<file path="config.mk">
export PLATFORM = sky130hd
export DESIGN_NAME = multicycle_control
export DESIGN_NICKNAME = d
export VERILOG_FILES = /design/src/rtl/mips_pkg.sv /design/src/rtl/mem_wait_timer.sv /design/src/rtl/multicycle_control.sv
export SDC_FILE = /design/constraint.sdc
export NUM_CORES = 1
export LEC_CHECK = 0
export ABC_CLOCK_PERIOD_IN_PS = 2100
export BUFFER_PORTS_ARGS = -buffer_cell sky130_fd_sc_hd__buf_4
export CAP_MARGIN = 5
export CORE_UTILIZATION = 40
export CTS_BUF_LIST = sky130_fd_sc_hd__clkbuf_2
export DETAILED_ROUTE_END_ITERATION = 10
export PLACE_DENSITY = 0.66
export SLEW_MARGIN = 20
export SYNTH_ARGS = -nofsm -noshare
export SYNTH_HDL_FRONTEND = slang
export SYNTH_SLANG_ARGS = --single-unit
</file>
<file path="constraint.sdc">
create_clock -name clk -period 2.1 [get_ports clk]
set_input_delay 0.21 -clock clk [delete_from_list [all_inputs] [get_ports clk]]
set_output_delay 0.21 -clock clk [all_outputs]
set_load 0.05 [all_outputs]
</file>
<file path="src/rtl/mips_pkg.sv">
// Shared encodings for the multicycle MIPS control path: opcodes, FSM states,
// datapath mux selects and the packed control bundle.
package mips_pkg;

    localparam logic [5:0] RTYPE = 6'd0;
    localparam logic [5:0] BEQ   = 6'd4;
    localparam logic [5:0] ADDI  = 6'd8;
    localparam logic [5:0] LUI   = 6'd15;
    localparam logic [5:0] LW    = 6'd35;
    localparam logic [5:0] SW    = 6'd43;

    typedef enum logic [3:0] {
        FETCH    = 4'd0,
        DECODE   = 4'd1,
        MEM_ADDR = 4'd2,
        MEM_RD   = 4'd3,
        MEM_WB   = 4'd4,
        MEM_WR   = 4'd5,
        EXEC     = 4'd6,
        R_WB     = 4'd7,
        BRANCH   = 4'd8,
        I_EXEC   = 4'd9,
        I_WB     = 4'd10
    } state_t;

    typedef enum logic [1:0] {
        ALU_ADD   = 2'd0,
        ALU_SUB   = 2'd1,
        ALU_FUNCT = 2'd2,
        ALU_LUI   = 2'd3
    } alu_op_t;

    typedef enum logic [1:0] {
        SRCB_REGB    = 2'd0,
        SRCB_FOUR    = 2'd1,
        SRCB_IMM     = 2'd2,
        SRCB_IMM_SH2 = 2'd3
    } alu_src_b_t;

    typedef enum logic {
        PCSRC_ALU    = 1'b0,
        PCSRC_ALUOUT = 1'b1
    } pc_source_t;

    typedef struct packed {
        logic       pc_write;
        logic       pc_write_cond;
        logic       ir_write;
        logic       i_or_d;
        logic       mem_read;
        logic       mem_write;
        logic       reg_write;
        logic       reg_dst;
        logic       mem_to_reg;
        logic       alu_src_a;
        alu_src_b_t alu_src_b;
        alu_op_t    alu_op;
        pc_source_t pc_source;
        logic       instr_done;
        logic       illegal;
        logic       mem_err;
    } ctrl_t;

    function automatic logic is_wait_state(input state_t s);
        return (s == FETCH) || (s == MEM_RD) || (s == MEM_WR);
    endfunction

endpackage

</file>
<file path="src/rtl/mem_wait_timer.sv">
// Counts consecutive memory wait cycles and flags the cycle that reaches TIMEOUT.
module mem_wait_timer #(
    parameter int unsigned TIMEOUT = 15
) (
    input  logic clk,
    input  logic rst_n,
    input  logic waiting,
    input  logic clear,
    output logic expired
);

    logic [3:0] count;

    assign expired = waiting && (count == 4'(TIMEOUT - 1));

    // Expiry restarts the count even when the FSM stays in FETCH.
    always_ff @(posedge clk or negedge rst_n) begin
        if (!rst_n) begin
            count <= '0;
        end else if (clear || expired || !waiting) begin
            count <= '0;
        end else begin
            count <= count + 4'd1;
        end
    end

endmodule

</file>
<file path="src/rtl/multicycle_control.sv">
// Multicycle MIPS control FSM: drives datapath strobes per state, counts
// completed instructions and aborts stalled memory accesses.
module multicycle_control
    import mips_pkg::*;
#(
    parameter int unsigned TIMEOUT = 15
) (
    input  logic        clk,
    input  logic        rst_n,
    input  logic [5:0]  opcode,
    input  logic        mem_ready,
    output logic        pc_write,
    output logic        pc_write_cond,
    output logic        ir_write,
    output logic        i_or_d,
    output logic        mem_read,
    output logic        mem_write,
    output logic        reg_write,
    output logic        reg_dst,
    output logic        mem_to_reg,
    output logic        alu_src_a,
    output logic [1:0]  alu_src_b,
    output logic [1:0]  alu_op,
    output logic        pc_source,
    output logic        instr_done,
    output logic        illegal,
    output logic        mem_err,
    output logic [31:0] instr_count,
    output logic [3:0]  state
);

    state_t cur, nxt;
    ctrl_t  ctrl, ctrl_gated;
    logic   waiting, expired, clear;

    assign waiting = is_wait_state(cur) && !mem_ready;
    assign clear   = (nxt != cur);

    mem_wait_timer #(.TIMEOUT(TIMEOUT)) u_wait_timer (
        .clk     (clk),
        .rst_n   (rst_n),
        .waiting (waiting),
        .clear   (clear),
        .expired (expired)
    );

    always_ff @(posedge clk or negedge rst_n) begin
        if (!rst_n) begin
            cur <= FETCH;
        end else begin
            cur <= nxt;
        end
    end

    always_comb begin
        ctrl = '0;
        nxt  = cur;
        case (cur)
            FETCH: begin
                if (expired) begin
                    ctrl.mem_err = 1'b1;
                end else begin
                    ctrl.mem_read  = 1'b1;
                    ctrl.alu_src_b = SRCB_FOUR;
                    if (mem_ready) begin
                        ctrl.ir_write = 1'b1;
                        ctrl.pc_write = 1'b1;
                        nxt           = DECODE;
                    end
                end
            end
            DECODE: begin
                ctrl.alu_src_b = SRCB_IMM_SH2;
                ctrl.alu_op    = ALU_ADD;
                case (opcode)
                    LW, SW:    nxt = MEM_ADDR;
                    RTYPE:     nxt = EXEC;
                    BEQ:       nxt = BRANCH;
                    ADDI, LUI: nxt = I_EXEC;
                    default: begin
                        ctrl.illegal = 1'b1;
                        nxt          = FETCH;
                    end
                endcase
            end
            MEM_ADDR: begin
                ctrl.alu_src_a = 1'b1;
                ctrl.alu_src_b = SRCB_IMM;
                ctrl.alu_op    = ALU_ADD;
                nxt            = (opcode == LW) ? MEM_RD : MEM_WR;
            end
            MEM_RD: begin
                if (expired) begin
                    ctrl.mem_err = 1'b1;
                    nxt          = FETCH;
                end else begin
                    ctrl.mem_read = 1'b1;
                    ctrl.i_or_d   = 1'b1;
                    if (mem_ready) nxt = MEM_WB;
                end
            end
            MEM_WB: begin
                ctrl.reg_write  = 1'b1;
                ctrl.mem_to_reg = 1'b1;
                ctrl.instr_done = 1'b1;
                nxt             = FETCH;
            end
            MEM_WR: begin
                if (expired) begin
                    ctrl.mem_err = 1'b1;
                    nxt          = FETCH;
                end else begin
                    ctrl.mem_write = 1'b1;
                    ctrl.i_or_d    = 1'b1;
                    if (mem_ready) begin
                        ctrl.instr_done = 1'b1;
                        nxt             = FETCH;
                    end
                end
            end
            EXEC: begin
                ctrl.alu_src_a = 1'b1;
                ctrl.alu_src_b = SRCB_REGB;
                ctrl.alu_op    = ALU_FUNCT;
                nxt            = R_WB;
            end
            R_WB: begin
                ctrl.reg_write  = 1'b1;
                ctrl.reg_dst    = 1'b1;
                ctrl.instr_done = 1'b1;
                nxt             = FETCH;
            end
            BRANCH: begin
                ctrl.alu_src_a     = 1'b1;
                ctrl.alu_src_b     = SRCB_REGB;
                ctrl.alu_op        = ALU_SUB;
                ctrl.pc_write_cond = 1'b1;
                ctrl.pc_source     = PCSRC_ALUOUT;
                ctrl.instr_done    = 1'b1;
                nxt                = FETCH;
            end
            I_EXEC: begin
                ctrl.alu_src_a = 1'b1;
                ctrl.alu_src_b = SRCB_IMM;
                ctrl.alu_op    = (opcode == LUI) ? ALU_LUI : ALU_ADD;
                nxt            = I_WB;
            end
            I_WB: begin
                ctrl.reg_write  = 1'b1;
                ctrl.instr_done = 1'b1;
                nxt             = FETCH;
            end
            default: nxt = FETCH;
        endcase
    end

    // Reset must also silence the Mealy strobes that FETCH derives from mem_ready.
    assign ctrl_gated = rst_n ? ctrl : '0;

    always_ff @(posedge clk or negedge rst_n) begin
        if (!rst_n) begin
            instr_count <= '0;
        end else if (ctrl.instr_done) begin
            instr_count <= instr_count + 32'd1;
        end
    end

    assign pc_write      = ctrl_gated.pc_write;
    assign pc_write_cond = ctrl_gated.pc_write_cond;
    assign ir_write      = ctrl_gated.ir_write;
    assign i_or_d        = ctrl_gated.i_or_d;
    assign mem_read      = ctrl_gated.mem_read;
    assign mem_write     = ctrl_gated.mem_write;
    assign reg_write     = ctrl_gated.reg_write;
    assign reg_dst       = ctrl_gated.reg_dst;
    assign mem_to_reg    = ctrl_gated.mem_to_reg;
    assign alu_src_a     = ctrl_gated.alu_src_a;
    assign alu_src_b     = ctrl_gated.alu_src_b;
    assign alu_op        = ctrl_gated.alu_op;
    assign pc_source     = ctrl_gated.pc_source;
    assign instr_done    = ctrl_gated.instr_done;
    assign illegal       = ctrl_gated.illegal;
    assign mem_err       = ctrl_gated.mem_err;
    assign state         = cur;

endmodule

</file>
==> summary.txt, run 1 <==
Run status
  • Status: finished with violations
  • Failing checks: setup timing

Final layout
  • Final Net Count: about 340
  • Syn-to-layout area delta: 37.51%
  • Final Non-Filler Cells: approximately 400
  • Layout cells sized above 1: between 30% and 40%
  • ANT cells: 0
  • Fin util: 58.60%

Worst hold path
  • Worst min path class: in -> reg
  • Worst hold start: opcode[3]

Place
  • Setup WS pre-CTS: 0.2216 ns
  • Cells after DPL: around 380
  • Post-DP HPWL: 4279 um
  • Routability cong.: 0.8358
  • Buffers on Ports: 62

Floorplan
  • Die area: 6362 um^2
  • Total core area: 5675 um^2
  • I/O pin count: 63
  • Row count: 27
  • Die height: ~80 um
  • Die width: 79.76 um
  • Initial core utilization: approximately 43%

Power
  • Power density over the cells: 568.6 nW/um^2
  • Max IR drop VDD: 463.9 uV
  • Pleak: about 0.0013 uW
  • Total power: 1891 uW

Timing
  • Slew @ Worst Pin: 0.4807 ns
  • Relative slew slack: 67.95%
  • Worst setup slack after layout: -0.04118 ns
  • Fin crit share: 102.0%
  • Min Tclk post-route: 2.141 ns
  • Setup_tns: -0.06160 ns
  • RSZ-0062 raised after global routing: yes
  • Fin. Hold Viols: 0
  • Final Max Tran Viols: 0
  • Max Fclk: 0.4670 GHz
  • Setup-failing EPs final: 3
  • Clock skew: roughly 0.031 ns

Route
  • Total vias in the final route: 2272
  • Avg WL per Cell: 15.64 um
  • WL final: between 6000 and 7000 um
  • DRC errors left: 0
  • Remaining antenna violation count: 0
  • Initial DRC Count: 68
  • First-pass detailed-route iteration total: 5
  • Vias/cell: ~5.7

Worst setup path
  • Crit Path Class: reg -> out
  • Worst Path Required: ~1.9 ns
  • Worst r2r src: state[2]
  • Critical Path AT: between 1.5 and 2 ns
  • Worst Setup End Kind: output pin
  • Crit path launch type: flip-flop
  • Crit. Startpoint: u_wait_timer.count[0]
  • Critical path peak fanout: 7

Clock tree
  • Clock Tree Root: clkbuf_2
  • CTS tree: built
  • CTS H-tree depth: 2
  • Clock buffer depth: 2
  • # clock sinks: 40
  • Clock insertion delay at the later pin of the skew report: 0.42 ns
  • CTS Buf Count: 5
  • Clock transition at the registers of the reported paths: 0.20 ns

Global routing
  • First-pass GRT wire length: 10160 um
  • Vias in the first global route: 2180
  • GRT Overall Usage: 20.37%
  • Initial antenna violation count: 0
  • Largest net degree at the start of global routing: 39
  • Grt ovf: 0

Synth
  • Ys async rst share: 100.0%
  • Yosys warnings: 0
  • Syn_area_per_cell: between 9 and 10 um^2
  • Prevailing post-synth register cell: dfrtp_1
  • #FFs+latches synth: 40
  • Cell count after synthesis: 250
  • Number of flops mapped to enable cells by yosys: 0
  • Post-synthesis sequential area ratio: 41.39%
  • Synth Cell Area: about 2400 um^2
  • Synth cell types: 47
  • Syn_nets: 262

Run
  • Max-Cap Viols: 0
==> per-stage QoR <==
step           instance area [um^2]  hold slack, ns
4_1_cts                        3256         0.07091
6_report                       3326         0.07455
2_1_floorplan                  2494        -0.08559
5_1_grt                        3326         0.08008
3_3_place_gp                   3032         0.06300
3_5_place_dp                   3032         0.06387
==> final timing paths <==
kind	end	slack [ns]	cells past startpoint
worst max-delay path	mem_err	-0.04	7
worst min-delay path	state[0]	0.07	3
worst max register to register	instr_count[21]	0.14	5
worst min register to register	u_wait_timer.count[0]	0.50	1
max in group asynchronous	state[0]	1.21	3
min in group asynchronous	state[2]	0.16	2
==> logic make-up after synthesis <==
kind of cell	share of synthesized area [%]
DFF	41.39
AOI/OAI and AO/OA	7.398
buffers and inverters	4.087
muxes	0.4656
and+or+nand+nor	32.44
xor gates and xnor gates	12.67
adders and majority gates	1.552
==> Yosys cell counts (all sizes together) (4+ instances only) <==
cell | instances | area (um^2)
dfrtp | 40 | 1001
xor2 | 25 | 219.0
nand2 | 21 | 78.83
nor2 | 20 | 75.07
nand3 | 15 | 75.07
nand4 | 14 | 87.58
nor3 | 13 | 65.06
nor4 | 13 | 140.1
xnor2 | 10 | 87.58
buf | 8 | 58.80
and3 | 7 | 43.79
clkbuf | 7 | 28.78
and2 | 5 | 31.28
and4 | 5 | 43.79
nand2b | 5 | 38.78
a21oi | 4 | 20.02
nor4b | 4 | 35.03
==> state kept, by name, summed over array words and instances, names as in the netlist <==
signal              count
instr_count            32
state                   4
u_wait_timer.count      4
==> power breakdown <==
group          switching [uW]  total, uW  internal, uW
Sequential               73.2        891           818
Combinational             421        662           241
Clock                     258        338          79.4
Total                     753       1890          1140
==> critical path, cell delays in order, from the launching register on <==
cell and delay (ns):
dfrtp_1 0.44, inv_1 0.07, ha_1 0.16, nand3_2 0.11, nor4_2 0.23, buf_4 0.22
and2_4 0.16, buf_8 0.14
==> cell type report <==
class,count,area (um^2)
fillers,520,2350
multi-input cells,192,1479
flip-flops and latches,40,1006
repair buffers,87,704.4
well taps,72,90.09
clock buffers,6,30.03
inverters,3,11.26
clock inverters,1,5.005
==> metal layers <==
metal	track usage, %	share of wire [%]	routed length (um)
met3	4.686	4.8	302
met5	0	0	0
met1	24.15	42	2611
met2	35.98	53	3294
met4	6.786	1.0	64
==> timing repair <==
action / 4_1_cts / 5_1_grt
hold buffers: 1 / 0
buffers inserted: 13 / 2
endpoints found under the hold margin: 23 / 0
resized for setup: 19 / 17
pin swaps: 6 / 6
endpoints found under the setup margin: 12 / 12
cloned: 0 / 0
==> cells in the final DEF (no fill, tap or decap), types with 6 or more instances in the layout <==
cell / n
clkbuf_2: 6
xnor2_1: 10
nor2_1: 17
nor3_1: 10
dfrtp_1: 36
nand2_1: 20
buf_4: 74
and3_1: 7
buf_6: 11
xor2_1: 24
nor4_2: 8
nand3_1: 14
nand4_1: 14
(Power assumes the default switching activity.)
==> inputs of run 2 (changes only) <==
ABC_CLOCK_PERIOD_IN_PS = 2600   (was 2100)
CORE_UTILIZATION = 28   (was 40)
PLACE_DENSITY = 0.51   (was 0.66)
clock period = 2.6 ns   (was 2.1 ns; I/O delays follow)
==> summary.txt, run 2 (same netlist as run 1, synthesis figures left out) <==
Place
  • Setup WS pre-CTS: 0.5510 ns (+0.3293 ns)
  • Buffers on Ports: 62 (unchanged)
  • Routability cong.: 0.7572 (-9.4%)
  • Cells after DPL: 407 (+7.4%)
  • Post-DP HPWL: 4441 um (+3.8%)

Power
  • Max IR drop VDD: 184.0 uV (-60%)
  • Net switching power: 566.6 uW (-25%)
  • Power density over the cells: 495.8 nW/um^2 (-13%)
  • Pleak: 0.001221 uW (-8.7%)
  • Sequential power share: 47.6% (+0.5 points)
  • Combinational Power Share: 28.9% (-6.1 points)
  • Switching share of power: 37.11% (-2.7 points)
  • Internal power: 960.0 uW (-16%)
  • Clock power frac: 23.5% (+5.6 points)

Final layout
  • Most flop-heavy register: instr_count
  • Layout cells sized above 1: 29.90% (-9.6 points)
  • Syn-to-layout area delta: 27.31%
  • ANT cells: 0 (unchanged)
  • Filler cell count in the final layout: 856 (+65%)
  • Most frequent cells in the layout: 67 x buf_4, 38 x dfrtp_1, 25 x xor2_1
  • Final Net Count: 322 (-5.6%)
  • Final Non-Filler Cells: 416 (+3.7%)
  • Commonest non-fill, non-tap cell in the layout: buf_4
  • Fin util: 37.10% (-21 points)
  • Max reg flops: 32 (unchanged)

Timing
  • Worst setup slack after layout: 0.2383 ns (+0.2795 ns)
  • RSZ-0062 raised after global routing: no
  • Fin. Hold Viols: 0 (unchanged)
  • Clock skew: 0.02600 ns (-0.005024 ns)
  • Relative slew slack: 62.71% (-5.2 points)
  • Min Hold Slack: 0.2250 ns (+0.1504 ns)
  • Min Tclk post-route: 2.362 ns
  • Fin crit share: between 90% and 100%
  • Max Fclk: 0.4234 GHz
  • Final Max Tran Viols: 0 (unchanged)
  • Setup-failing EPs final: 0 (-3)
  • Setup_tns: 0 ns (+0.06160 ns)
  • Slew @ Worst Pin: 0.5578 ns (+0.07712 ns)

Floorplan
  • Row count: 33 (+22%)
  • Total core area: 8299 um^2 (+46%)
  • Die height: 94.94 um (+19%)
  • Initial core utilization: 29.14% (-13 points)
  • I/O pin count: 63 (unchanged)
  • Die width: 94.94 um (+19%)
  • Die area: 9014 um^2 (+42%)

Worst setup path
  • Crit path launch type: flip-flop
  • Worst path cell trace: nand2b_1 -> mux2_2 -> o22ai_1 -> and2_1 -> buf_4
  • Worst Path Required: 2.34 ns (+0.45 ns)
  • Worst r2r src: state[1]
  • Critical Path AT: 2.10 ns (+0.17 ns)
  • CP top delay family: flip-flops
  • CP peak stage delay: 0.66 ns (+0.22 ns)
  • Crit path max-delay cell type: dfrtp_1
  • R2r setup slk: 0.55 ns (+0.41 ns)
  • Critical Path Stages: 5 (-2)
  • Crit Path Class: reg -> out
  • Critical path peak fanout: 15 (+8)
  • Depth of the worst register-to-register path: 5 (unchanged)
  • CP Buf/Inv Count: 1 (-2)
  • Worst Setup End Kind: output pin
  • Reg-to-Reg End: instr_count[17]

Global routing
  • First-pass GRT wire length: 9894 um (-2.6%)
  • Grt ovf: 0 (unchanged)
  • Largest net degree at the start of global routing: 31 (-21%)
  • GRT Overall Usage: 14.02% (-6.4 points)
  • Initial antenna violation count: 0 (unchanged)
  • Vias in the first global route: 1970 (-9.6%)

Clock tree
  • Setup bufs post-CTS: 0 (-13)
  • CTS tree: built
  • CTS H-tree depth: 2 (unchanged)
  • Clock buffer depth: 2 (unchanged)
  • Clock insertion delay at the later pin of the skew report: 0.39 ns (-0.03 ns)
  • Clock Tree Root: clkbuf_2
  • CTS Buf Count: 5 (unchanged)
  • Clock transition at the registers of the reported paths: 0.17 ns (-0.03 ns)
  • # clock sinks: 40 (unchanged)

Route
  • First-pass detailed-route iteration total: 5 (unchanged)
  • Avg WL per Cell: 14.16 um (-9.5%)
  • WL final: 5891 um (-6.1%)
  • Top Layer Used: met4
  • Routed met2 length: 2598 um (-21%)
  • Met3 wire length: 356 um (+18%)
  • Vias/cell: 4.906 (-13%)
  • Total vias in the final route: 2041 (-10%)
  • M1 wire length: 2870 um (+9.9%)
  • Initial DRC Count: 71 (+4.4%)
  • DRC errors left: 0 (unchanged)
  • Remaining antenna violation count: 0 (unchanged)

Run
  • Max-Cap Viols: 0 (unchanged)

Worst hold path
  • Min-Delay Path Depth: 3 (unchanged)
  • Worst min path class: in -> reg
  • Worst hold start: opcode[3]
  • Worst Hold Path EP: state[0]

Run status
  • Status: complete, no violations
[run 2: area by class of cell]
cell class                 instances  area (um^2)  share of cell area (%)
timing repair buffer              68        513.0                   16.66
clock inverter                     3        37.54                   1.219
inverter                           3        11.26                  0.3657
multi-input combinational        192         1358                   44.09
tap                              105        131.4                   4.267
clock buffer                       5        25.02                  0.8127
sequential                        40         1003                   32.59
[run 2: how the worst max path moves through the flow]
stage / slack (ns) / start / to
after floorplan: -0.14 / state[3] / pc_write
after detailed placement: 0.55 / state[1] / instr_count[21]
after CTS: 0.09 / state[2] / mem_read
after global placement: 0.56 / state[0] / alu_op[1]
after global routing: 0.05 / state[3] / reg_write
final: 0.24 / state[3] / reg_write
[run 2: timing repair]
item                                    CTS  global route
hold endpoints to repair                 10             0
hold buffers                              1             0
gates resized for setup                   0             2
endpoints found under the setup margin    0             3
[run 2: power groups by stage]
stage / Sequential [uW] / Clock, uW / Combinational [uW]
after floorplan: 828 / 0 / 212
after global placement: 737 / 0 / 448
after detailed placement: 739 / 0 / 444
after CTS: 727 / 378 / 446
after global routing: 738 / 397 / 484
final: 726 / 360 / 441
[run 2: worst reg2reg max path, delay by kind of cell (launching register included)]
kind	cells	cell delay [ns]
simple gates	2	0.58
compound gates	1	0.52
flops	1	0.50
buf+inv	1	0.21
xor+xnor	1	0.17
[run 2: per-layer routing]
metal	vias up	GRT usage [%]
met5	-	0
met4	0	4.293
met3	6	3.221
met2	67	21.04
met1	944	19.83
li1	1024	-
[run 2: stage by stage]
stage	power [uW]	instance area, um^2
finish	1527	3079
global route	1618	3079
global placement	1185	3004
floorplan	1040	2457
detailed placement	1183	3004
CTS	1551	3077
